$ cat config.mk
export PLATFORM = sky130hd
export DESIGN_NAME = ex_stage_flat
export DESIGN_NICKNAME = d
export VERILOG_FILES = /design/src/rtl/ex_stage_if.sv /design/src/rtl/ex_stage.sv /design/src/flat_wrapper.sv
export SDC_FILE = /design/constraint.sdc
export NUM_CORES = 2
export LEC_CHECK = 0
export BUFFER_PORTS_ARGS = -buffer_cell sky130_fd_sc_hd__buf_4
export CORE_ASPECT_RATIO = 1.4
export CORE_UTILIZATION = 40
export CTS_CLUSTER_SIZE = 28
export DETAILED_ROUTE_END_ITERATION = 8
export SLEW_MARGIN = 10
export SYNTH_ARGS = -nofsm -noshare
export SYNTH_HDL_FRONTEND = slang
export SYNTH_SLANG_ARGS = --single-unit
$ cat constraint.sdc
create_clock -name CLK -period 4.2 [get_ports CLK]
set_clock_uncertainty 0.1 [all_clocks]
set_input_delay 0.63 -clock CLK [delete_from_list [all_inputs] [get_ports CLK]]
set_output_delay 0.63 -clock CLK [all_outputs]
set_load 0.03 [all_outputs]
$ cat src/rtl/ex_stage_if.sv
// Bus between the decode stage (master) and the execute stage (slave).
interface ex_stage_if;
    logic        InValid;
    logic [31:0] Ins;
    logic [31:0] Rdata1;
    logic [31:0] Rdata2;
    logic [31:0] Ed32;
    logic [31:0] NPC;
    logic        Busy;
    logic        OutValid;
    logic [31:0] Result;
    logic [31:0] StoreData;
    logic        BrTaken;
    logic [31:0] BrTarget;

    modport master (
        output InValid, Ins, Rdata1, Rdata2, Ed32, NPC,
        input  Busy, OutValid, Result, StoreData, BrTaken, BrTarget
    );

    modport slave (
        input  InValid, Ins, Rdata1, Rdata2, Ed32, NPC,
        output Busy, OutValid, Result, StoreData, BrTaken, BrTarget
    );
endinterface

$ cat src/rtl/ex_stage.sv
// MIPS execute stage: single-cycle ALU/branch/address path, HI/LO registers and an
// iterative multiply/divide unit that stalls upstream through Busy.
module ex_stage #(
    parameter int unsigned BITS_PER_CYCLE = 1,
    parameter logic [31:0] HILO_INIT      = 32'h0
) (
    input logic       CLK,
    input logic       RST,
    ex_stage_if.slave bus
);
    localparam int unsigned N = 32 / BITS_PER_CYCLE;

    localparam logic [5:0] OP_SPECIAL = 6'h00, OP_JAL  = 6'h03, OP_BEQ  = 6'h04;
    localparam logic [5:0] OP_BNE     = 6'h05, OP_ADDI = 6'h08, OP_ADDIU = 6'h09;
    localparam logic [5:0] OP_SLTI    = 6'h0A, OP_ANDI = 6'h0C, OP_ORI  = 6'h0D;
    localparam logic [5:0] OP_XORI    = 6'h0E, OP_LUI  = 6'h0F, OP_LW   = 6'h23;
    localparam logic [5:0] OP_SW      = 6'h2B;

    localparam logic [5:0] F_SLL  = 6'h00, F_SRL  = 6'h02, F_SRA   = 6'h03, F_SLLV = 6'h04;
    localparam logic [5:0] F_SRLV = 6'h06, F_SRAV = 6'h07, F_JR    = 6'h08, F_JALR = 6'h09;
    localparam logic [5:0] F_MFHI = 6'h10, F_MTHI = 6'h11, F_MFLO  = 6'h12, F_MTLO = 6'h13;
    localparam logic [5:0] F_MULT = 6'h18, F_MULTU = 6'h19, F_DIV  = 6'h1A, F_DIVU = 6'h1B;
    localparam logic [5:0] F_ADD  = 6'h20, F_ADDU = 6'h21, F_SUB   = 6'h22, F_SUBU = 6'h23;
    localparam logic [5:0] F_AND  = 6'h24, F_OR   = 6'h25, F_XOR   = 6'h26, F_NOR  = 6'h27;
    localparam logic [5:0] F_SLT  = 6'h2A, F_SLTU = 6'h2B;

    typedef enum logic [1:0] {StIdle, StRun, StDone} state_t;

    state_t      r_state, w_state_next;
    logic        w_busy, w_accept;
    logic [5:0]  w_op, w_func;
    logic [4:0]  w_shamt;
    logic [31:0] w_imm_sext, w_imm_zext, w_br_target, w_result;
    logic        w_br_taken, w_is_md, w_mthi, w_mtlo;

    logic        r_out_valid, r_br_taken;
    logic [31:0] r_result, r_store_data, r_br_target, r_hi, r_lo;

    // Mult/div working state: {r_md_hi, r_md_lo} is the product / {remainder, quotient}.
    logic [31:0] r_md_hi, r_md_lo, r_md_b, r_md_a;
    logic        r_md_div, r_neg_q, r_neg_r, r_div0;
    logic [5:0]  r_cnt;
    logic [31:0] w_step_hi, w_step_lo, w_a_mag, w_b_mag;
    logic        w_a_neg, w_b_neg;
    logic [32:0] w_sum;
    logic [33:0] w_tmp, w_diff;
    logic [63:0] w_prod;
    logic [31:0] w_fin_hi, w_fin_lo;
    logic        w_unused;

    assign w_op        = bus.Ins[31:26];
    assign w_func      = bus.Ins[5:0];
    assign w_shamt     = bus.Ins[10:6];
    assign w_imm_sext  = {{16{bus.Ed32[15]}}, bus.Ed32[15:0]};
    assign w_imm_zext  = {16'h0, bus.Ed32[15:0]};
    assign w_br_target = bus.NPC + {{14{bus.Ins[15]}}, bus.Ins[15:0], 2'b00};
    assign w_accept    = bus.InValid && !w_busy;
    assign w_unused    = ^{bus.Ins[25:16], w_diff[32], w_tmp[33:32]};

    // Single-cycle decode and ALU.
    always_comb begin
        w_result   = '0;
        w_br_taken = 1'b0;
        w_is_md    = 1'b0;
        w_mthi     = 1'b0;
        w_mtlo     = 1'b0;
        case (w_op)
            OP_SPECIAL: begin
                case (w_func)
                    F_SLL:   w_result = bus.Rdata2 << w_shamt;
                    F_SRL:   w_result = bus.Rdata2 >> w_shamt;
                    F_SRA:   w_result = 32'($signed(bus.Rdata2) >>> w_shamt);
                    F_SLLV:  w_result = bus.Rdata2 << bus.Rdata1[4:0];
                    F_SRLV:  w_result = bus.Rdata2 >> bus.Rdata1[4:0];
                    F_SRAV:  w_result = 32'($signed(bus.Rdata2) >>> bus.Rdata1[4:0]);
                    F_JR, F_JALR: w_result = bus.NPC + 32'd4;
                    F_MFHI:  w_result = r_hi;
                    F_MFLO:  w_result = r_lo;
                    F_MTHI:  w_mthi = 1'b1;
                    F_MTLO:  w_mtlo = 1'b1;
                    F_MULT, F_MULTU, F_DIV, F_DIVU: w_is_md = 1'b1;
                    F_ADD, F_ADDU: w_result = bus.Rdata1 + bus.Rdata2;
                    F_SUB, F_SUBU: w_result = bus.Rdata1 - bus.Rdata2;
                    F_AND:   w_result = bus.Rdata1 & bus.Rdata2;
                    F_OR:    w_result = bus.Rdata1 | bus.Rdata2;
                    F_XOR:   w_result = bus.Rdata1 ^ bus.Rdata2;
                    F_NOR:   w_result = ~(bus.Rdata1 | bus.Rdata2);
                    F_SLT:   w_result = {31'h0, $signed(bus.Rdata1) < $signed(bus.Rdata2)};
                    F_SLTU:  w_result = {31'h0, bus.Rdata1 < bus.Rdata2};
                    default: ;
                endcase
            end
            OP_JAL:            w_result = bus.NPC + 32'd4;
            OP_BEQ:            w_br_taken = (bus.Rdata1 == bus.Rdata2);
            OP_BNE:            w_br_taken = (bus.Rdata1 != bus.Rdata2);
            OP_ADDI, OP_ADDIU: w_result = bus.Rdata1 + bus.Ed32;
            OP_SLTI:           w_result = {31'h0, $signed(bus.Rdata1) < $signed(bus.Ed32)};
            OP_ANDI:           w_result = bus.Rdata1 & w_imm_zext;
            OP_ORI:            w_result = bus.Rdata1 | w_imm_zext;
            OP_XORI:           w_result = bus.Rdata1 ^ w_imm_zext;
            OP_LUI:            w_result = {bus.Ins[15:0], 16'h0};
            OP_LW, OP_SW:      w_result = bus.Rdata1 + w_imm_sext;
            default: ;
        endcase
    end

    // Registered result, flags and store data.
    always_ff @(posedge CLK) begin
        if (RST) begin
            r_out_valid  <= 1'b0;
            r_result     <= '0;
            r_store_data <= '0;
            r_br_taken   <= 1'b0;
            r_br_target  <= '0;
        end else if (w_accept) begin
            r_out_valid  <= !w_is_md;
            r_result     <= w_result;
            r_store_data <= bus.Rdata2;
            r_br_taken   <= w_br_taken;
            r_br_target  <= w_br_target;
        end else begin
            r_out_valid  <= 1'b0;
        end
    end

    // Mult/div FSM state register.
    always_ff @(posedge CLK) begin
        if (RST) r_state <= StIdle;
        else     r_state <= w_state_next;
    end

    // Mult/div FSM next state.
    always_comb begin
        w_state_next = r_state;
        case (r_state)
            StIdle:  if (w_accept && w_is_md) w_state_next = StRun;
            StRun:   if (r_cnt == 6'd0) w_state_next = StDone;
            StDone:  w_state_next = StIdle;
            default: w_state_next = StIdle;
        endcase
    end

    // Mult/div FSM outputs.
    always_comb begin
        w_busy = (r_state != StIdle);
    end

    // Operand magnitudes; MULTU/DIVU (func[0]=1) treat operands as unsigned.
    assign w_a_neg = !w_func[0] && bus.Rdata1[31];
    assign w_b_neg = !w_func[0] && bus.Rdata2[31];
    assign w_a_mag = w_a_neg ? -bus.Rdata1 : bus.Rdata1;
    assign w_b_mag = w_b_neg ? -bus.Rdata2 : bus.Rdata2;

    // BITS_PER_CYCLE iterations of shift-add multiply or restoring divide.
    always_comb begin
        w_step_hi = r_md_hi;
        w_step_lo = r_md_lo;
        w_sum     = '0;
        w_tmp     = '0;
        w_diff    = '0;
        for (int i = 0; i < int'(BITS_PER_CYCLE); i++) begin
            if (r_md_div) begin
                w_tmp     = {1'b0, w_step_hi, w_step_lo[31]};
                w_diff    = w_tmp - {2'b00, r_md_b};
                w_step_lo = {w_step_lo[30:0], !w_diff[33]};
                w_step_hi = w_diff[33] ? w_tmp[31:0] : w_diff[31:0];
            end else begin
                w_sum     = {1'b0, w_step_hi} + (w_step_lo[0] ? {1'b0, r_md_b} : 33'd0);
                w_step_lo = {w_sum[0], w_step_lo[31:1]};
                w_step_hi = w_sum[32:1];
            end
        end
    end

    // Sign fix-up of the finished magnitudes.
    always_comb begin
        w_prod = r_neg_q ? -{r_md_hi, r_md_lo} : {r_md_hi, r_md_lo};
        if (!r_md_div) begin
            w_fin_hi = w_prod[63:32];
            w_fin_lo = w_prod[31:0];
        end else if (r_div0) begin
            w_fin_hi = r_md_a;
            w_fin_lo = 32'hFFFF_FFFF;
        end else begin
            w_fin_hi = r_neg_r ? -r_md_hi : r_md_hi;
            w_fin_lo = r_neg_q ? -r_md_lo : r_md_lo;
        end
    end

    // Mult/div operand latch and iteration.
    always_ff @(posedge CLK) begin
        if (RST) begin
            r_md_hi  <= '0;
            r_md_lo  <= '0;
            r_md_b   <= '0;
            r_md_a   <= '0;
            r_md_div <= 1'b0;
            r_neg_q  <= 1'b0;
            r_neg_r  <= 1'b0;
            r_div0   <= 1'b0;
            r_cnt    <= '0;
        end else if (w_accept && w_is_md) begin
            r_md_hi  <= '0;
            r_md_lo  <= w_a_mag;
            r_md_b   <= w_b_mag;
            r_md_a   <= bus.Rdata1;
            r_md_div <= w_func[1];
            r_neg_q  <= w_a_neg ^ w_b_neg;
            r_neg_r  <= w_a_neg;
            r_div0   <= (bus.Rdata2 == 32'h0);
            r_cnt    <= 6'(N - 1);
        end else if (r_state == StRun) begin
            r_md_hi  <= w_step_hi;
            r_md_lo  <= w_step_lo;
            r_cnt    <= r_cnt - 6'd1;
        end
    end

    // HI/LO: written by a finished mult/div or by MTHI/MTLO.
    always_ff @(posedge CLK) begin
        if (RST) begin
            r_hi <= HILO_INIT;
            r_lo <= HILO_INIT;
        end else if (r_state == StDone) begin
            r_hi <= w_fin_hi;
            r_lo <= w_fin_lo;
        end else if (w_accept) begin
            if (w_mthi) r_hi <= bus.Rdata1;
            if (w_mtlo) r_lo <= bus.Rdata1;
        end
    end

    assign bus.Busy      = w_busy;
    assign bus.OutValid  = r_out_valid;
    assign bus.Result    = r_result;
    assign bus.StoreData = r_store_data;
    assign bus.BrTaken   = r_br_taken;
    assign bus.BrTarget  = r_br_target;
endmodule

$ cat src/flat_wrapper.sv
// flat-port wrapper written by rule: the top's interface ports become plain ports
module ex_stage_flat 
#(
    parameter int unsigned BITS_PER_CYCLE = 1,
    parameter logic [31:0] HILO_INIT      = 32'h0
)
  (CLK, RST, bus_InValid, bus_Ins, bus_Rdata1, bus_Rdata2, bus_Ed32, bus_NPC, bus_Busy, bus_OutValid, bus_Result, bus_StoreData, bus_BrTaken, bus_BrTarget);
  ex_stage_if bus_i ();
  input logic CLK;
  input logic RST;
  input wire logic [$bits(bus_i.InValid)-1:0] bus_InValid;
  input wire logic [$bits(bus_i.Ins)-1:0] bus_Ins;
  input wire logic [$bits(bus_i.Rdata1)-1:0] bus_Rdata1;
  input wire logic [$bits(bus_i.Rdata2)-1:0] bus_Rdata2;
  input wire logic [$bits(bus_i.Ed32)-1:0] bus_Ed32;
  input wire logic [$bits(bus_i.NPC)-1:0] bus_NPC;
  output wire logic [$bits(bus_i.Busy)-1:0] bus_Busy;
  output wire logic [$bits(bus_i.OutValid)-1:0] bus_OutValid;
  output wire logic [$bits(bus_i.Result)-1:0] bus_Result;
  output wire logic [$bits(bus_i.StoreData)-1:0] bus_StoreData;
  output wire logic [$bits(bus_i.BrTaken)-1:0] bus_BrTaken;
  output wire logic [$bits(bus_i.BrTarget)-1:0] bus_BrTarget;
  assign bus_i.InValid = bus_InValid;
  assign bus_i.Ins = bus_Ins;
  assign bus_i.Rdata1 = bus_Rdata1;
  assign bus_i.Rdata2 = bus_Rdata2;
  assign bus_i.Ed32 = bus_Ed32;
  assign bus_i.NPC = bus_NPC;
  assign bus_Busy = bus_i.Busy;
  assign bus_OutValid = bus_i.OutValid;
  assign bus_Result = bus_i.Result;
  assign bus_StoreData = bus_i.StoreData;
  assign bus_BrTaken = bus_i.BrTaken;
  assign bus_BrTarget = bus_i.BrTarget;
  ex_stage #(.BITS_PER_CYCLE(BITS_PER_CYCLE), .HILO_INIT(HILO_INIT)) u_core (.CLK(CLK), .RST(RST), .bus(bus_i));
endmodule
# Word level (Yosys, flattened, before mapping)
# Cells that the tools add are included.
[totals] reg_bits=302 inputBits=163 output_inout_bits=99 word_cells=157
[op_classes] addsub=14 n_lt_le_gt_ge=3 n_eq_ne=43 n_shift=6 muxes=35 bitwise=9 reduce_logical=29
[ops] operator="two-way mux 32 bit" count=20
[ops] operator="one-hot mux 32 bit (17 select lines)" count=1
[ops] operator="one-hot mux 32 bit (9 select lines)" count=1
[ops] operator="adder 32 bit" count=4
[ops] operator="negator 32 bit" count=4
[ops] operator="< comparator 32 bit" count=3
[ops] operator="equality test 6 bit (second input constant)" count=12
[ops] operator="two-way mux 64 bit" count=1
[ops] operator="negator 64 bit" count=1
[ops] operator="<< shifter 32 x 5 -> 32 bit" count=2
[ops] operator=">> shifter 32 x 5 -> 32 bit" count=2
[ops] operator=">>> shifter 32 x 5 -> 32 bit" count=2
[ops] operator="equality test 6 x 4 -> 1 bit (second input constant)" count=9
[ops] operator="equality test 6 x 5 -> 1 bit (second input constant)" count=8
[ops] operator="subtractor 33 x 32 -> 34 bit" count=1
[ops] operator="adder 32 x 33 -> 33 bit" count=1
[ops] operator="adder 32 x 3 -> 32 bit (second input constant)" count=1
[ops] operator="bitwise AND 32 x 16 -> 32 bit" count=1
[ops] operator="bitwise AND 32 bit" count=1
[ops] operator="equality test 32 bit" count=1
[ops] operator="logical NOT 32 bit" count=1
[ops] operator="!= test 32 bit" count=1
[ops] operator="NOT 32 bit" count=1
[ops] operator="OR 32 x 16 -> 32 bit" count=1
[ops] operator="other kinds (25)" count=59

# Longest topological paths before layout
[logic_depth] depth_word=7 mapped_depth=17 mapped_depth_nobuf=15

# Worst setup path before layout
# Ideal clock, no wire load.
[synth_timing] path_kind="input -> register" start="in bus_Ins[26]" end="reg u_core.r_result[27] (netlist: u_core.bus.Result[27])" setup_time_ps=142 arrival_time_ps=4143 required_time_ps=3958 slack_ps=-185 cell_stages=16 path_buffers=3 cell_sequence="buf_1 -> buf_1 -> nand4_1 -> nor2_1 -> clkbuf_1 -> a21o_1 -> ha_1 -> a211oi_1 -> or2_2 -> a31oi_1 -> a2bb2oi_1 -> a31oi_1 -> xnor2_1 -> a221oi_1 -> o2111a_1 -> a221oi_1"
[synth_between] elab_chain_len=3 word_cells_on_any_way=14 cone_classes="eq/ne (10); mux (1); reduce/logical (3)"
[synth_lines] element="from (decl)" line="flat_wrapper.sv:12" rtl="input wire logic [$bits(bus_i.Ins)-1:0] bus_Ins;"
[synth_lines] element="equality test 6 bit or equality test 6 x 4 -> 1 bit (tied branches)" line="ex_stage.sv:67" rtl="case (w_op)"
[synth_lines] element="OR reduction 2 bit" line="ex_stage.sv:67"
[synth_lines] element="one-hot mux 32 bit (9 select lines) *" line="ex_stage.sv:67"
[synth_lines] element="to (signal assigned)" line="ex_stage.sv:117" rtl="r_result <= w_result;"
[synth_lines] element="to (decl)" line="ex_stage.sv:37" rtl="logic [31:0] r_result, r_store_data, r_br_target, r_hi, r_lo;"
# Every way passes the cells marked *; elsewhere a longest branch is shown, timed or not.
# A chain may end at the register's enable or synchronous reset.

# Worst setup path after layout
[layout_timing] start="in bus_Ins[3]" end="reg u_core.r_result[13] (netlist: u_core.bus.Result[13])"
[layout_between] elab_chain_len=4 word_cells_on_any_way=25 cone_classes="eq/ne (19); mux (2); reduce/logical (4)"
[layout_lines] element="equality test 6 bit or equality test 6 x 4 -> 1 bit (tied branches)" line="ex_stage.sv:69" rtl="case (w_func)"
[layout_lines] element="OR reduction 2 bit" line="ex_stage.sv:69"
[layout_lines] element="one-hot mux 32 bit (17 select lines) *" line="ex_stage.sv:69"
[layout_lines] element="one-hot mux 32 bit (9 select lines) *" line="ex_stage.sv:67"
# Marked as above.

==> results_dict.tcl <==
set metrics [dict create \
    max_stage_delay_ns 0.84 \
    fillers 9325 \
    status "finished, final reports clean" \
    synth_cells 5132 \
    cts_tree "built" \
    wl_mm 234.9 \
    drive_above_1_share_pct 21.49 \
    setup_viol 0 \
    syn_nets 5582 \
    ant_nets 0 \
    pre_cts_slack_ns -0.3886 \
    synthToLayoutAreaGrowth_pct 26.13 \
    syn_avg_cell_area_um2 7.138 \
    yosysSeqAreaShare_pct 16.50 \
    worstMarginPinSlew_ns 0.9815 \
    setup_slack_ns 0.06780 \
    vias_per_cell 6.565 \
    critPathMaxFanout 17 \
    critPathCaptureType "register" \
    path_clk_slew_ns 0.06 \
    antenna_found_initial 13 \
    fp-row-count 131 \
    layout.nets 6279 \
    crit_top_cell "buf_4" \
    die_h_um 360.1 \
    drc 0 \
    htree_levels 2 \
    clock-root-buffer "clkbuf_16" \
    arrival_ns 4.50 \
    die_area_um2 92810 \
    path_cells "buf_4 -> or4b_4 -> buf_12 -> o21ai_2 -> nand2_2 -> a21oi_1 -> mux2i_1 -> mux2i_1 -> buf_4 -> a2111oi_0 -> or4_1 -> nor4b_1 -> buf_4 -> o32ai_1" \
    required_ns 4.57 \
    ys_types 92 \
    yosys.area_share.xor_xnor_pct 5.858 \
    gp_congestion 1.116 \
    cts_resized 0 \
    synth_area_leaders "dfxtp_1 (17%), ha_1 (9.6%), a21oi_1 (7.2%), nand2_1 (6.4%), mux2i_1 (5.3%)" \
    core_um2 90970 \
    grt_first_pass_wirelength_mm 326.8 \
    rsz0062_at_grt "no" \
    synth_ff_type "dfxtp_1" \
    final_core_util_pct 50.79 \
    critical_path_buf_inv_count 4 \
    max_freq_ghz 0.2420 \
    synth_compound_area_share_pct 33.07 \
    ctsHoldBuffers 0 \
    io_buffers 251 \
    maxCapViolations 0 \
    synth_top_area_share_pct 16.50 \
    grt_overflow 0 \
    yosys_warnings 0 \
    synthArstFlopShare_pct 0 \
    crit_slowest_cell "or4_1" \
    cts_setup_buffers 0 \
    synth_top_family_by_area "compound AO/OA/AOI/OAI gates" \
    startpoint_type "primary input" \
    p_per_area_nw_per_um2 235.2 \
    final_common_cell "buf_4" \
    cpLargestDelayFamily "simple AND/OR/NAND/NOR gates" \
    cts.sinks 302 \
    finalCritPeriodShare_pct 98.39 \
    io_pins 262 \
    final_max_slew_viol_count 0 \
    drtIter0Drc 5417 \
    vias 46400 \
    leakage_nw 19.69 \
    ys_ff_latch 302 \
    maxSlewHeadroom_pct 34.56 \
    muxShareOfSynthArea_pct 8.747 \
    yosys.area_share.adder_pct 9.926 \
    power.total_w 0.01087 \
    clockBufferDepth 3 \
    ir_drop_mv 0.3025 \
    synth_edf_count 0 \
    clock_latency_ns 0.61 \
    hold_path.class "primary input to register" \
    hpwl_mm 189.0 \
    multi_input_area_um2 28310 \
    grt_util_all_layers_pct 49.01 \
    yosysTopAreaCell "dfxtp_1" \
    synth_area_um2 36630 \
    final_cell_mix "buf_4 (1033), nand2_1 (620), a21oi_1 (523), nor2_1 (400), o21ai_0 (356)" \
    seq_area_um2 6050 \
    fin_crit_ns 4.132 \
    post_drt_wl_per_cell_um 33.24 \
    grt_max_degree 89 \
    synthSimpleGateAreaFrac_pct 19.45 \
    worstSetupPathType "primary input to register" \
    start_util_pct 40.27 \
    numCtsBuffers 38 \
    grt_pass1_vias 44730 \
    hold_violations 0 \
    die_x_um 257.8 \
    firstDrtPassIters 7 \
]
==> cell families (layout without fill, tap and decap cells) <==
group                    Yosys count  count (layout)
AO/OA/AOI/OAI                   1856            1856
XOR/XNOR                         245             245
adder cells (fa/ha/maj)          287             287
buffers and inverters            614            1340
flip-flops                       302             302
multiplexers                     260             260
other                              0              12
AND/OR/NAND/NOR                 1568            1568
==> routing by layer <==
layer	track usage [%]	wire length (um)	vias up
met1	52.35	81920	22230
met4	49.63	29010	10
met2	78.54	104400	2759
li1	-	-	20440
met5	0	66	-
met3	10.33	19480	957
==> synth_stat cells (24+ instances only) <==
library cell,n
a211oi_1,164
a21o_1,92
a21oi_1,525
a221oi_1,74
a22oi_1,30
a311oi_1,41
a31oi_1,75
and3_1,35
buf_1,35
buf_2,24
clkbuf_1,333
dfxtp_1,302
ha_1,281
inv_1,206
mux2i_1,193
mux4_2,46
nand2_1,622
nand2b_1,57
nand3_1,99
nand4_1,42
nor2_1,406
nor2b_1,33
nor3_1,101
nor4_1,39
o211ai_1,70
o21a_1,40
o21ai_0,356
o21bai_1,30
o221ai_1,31
o22ai_1,52
o31ai_1,47
or3_1,42
xnor2_1,164
xor2_1,81
==> worst min-delay path: cells and delay by family <==
| kind | cells | cell delay (ns) |
|---|---|---|
| AND/OR/NAND/NOR | 1 | 0.08 |
| buffers and inverters | 1 | 0.19 |
| AO/OA/AOI/OAI | 1 | 0.05 |
==> where the power goes <==
part / switching, W / leakage, nW / total, W / internal, W
clock network: 0.00157 / 0.645 / 0.00366 / 0.00209
registers: 0.0000335 / 2.45 / 0.00295 / 0.00292
logic: 0.00268 / 16.6 / 0.00425 / 0.00158
total: 0.00428 / 19.7 / 0.0109 / 0.00659
==> final cells by class <==
cell class,count,share of cell area (%)
Timing Repair Buffer,1054,17.67
Multi-Input combinational cell,4216,61.27
Sequential cell,302,13.09
Tap cell,1197,3.241
Inverter,217,1.763
Clock inverter,23,0.6635
Clock buffer,46,2.234
Antenna cell,12,0.06499
==> worst paths after layout <==
check	start	slack (ns)	cells past startpoint	endpoint
min	bus_NPC[1]	0.28	3	u_core.bus.BrTarget[1]
max reg2reg	u_core.r_md_hi[0]	0.26	12	u_core.r_md_hi[28]
min reg2reg	u_core.r_md_a[17]	0.35	2	u_core.r_md_a[17]
max	bus_Ins[3]	0.07	14	u_core.bus.Result[13]
==> per-stage QoR <==
step	std cells	hold slack (ns)	setup TNS, ns	cell area [um^2]
2_1_floorplan	5132	0.3199	0	36640
3_3_place_gp	6986	0.3374	-2.204	44840
3_5_place_dp	6986	0.3441	-2.426	44840
4_1_cts	7055	0.2491	0	46170
5_1_grt	7056	0.2772	0	46180
6_report	7067	0.2797	0	46200
==> sequential cells by signal, summed over array words and instances (netlist names), 2 cells and up <==
| register | flops |
|---|---|
| u_core.bus.BrTarget | 32 |
| u_core.r_hi | 32 |
| u_core.r_lo | 32 |
| u_core.bus.StoreData | 32 |
| u_core.r_md_b | 32 |
| u_core.r_md_hi | 32 |
| u_core.r_state | 2 |
| u_core.r_cnt | 6 |
| u_core.r_md_a | 32 |
| u_core.bus.Result | 32 |
| u_core.r_md_lo | 32 |
(Power assumes the default switching activity.)
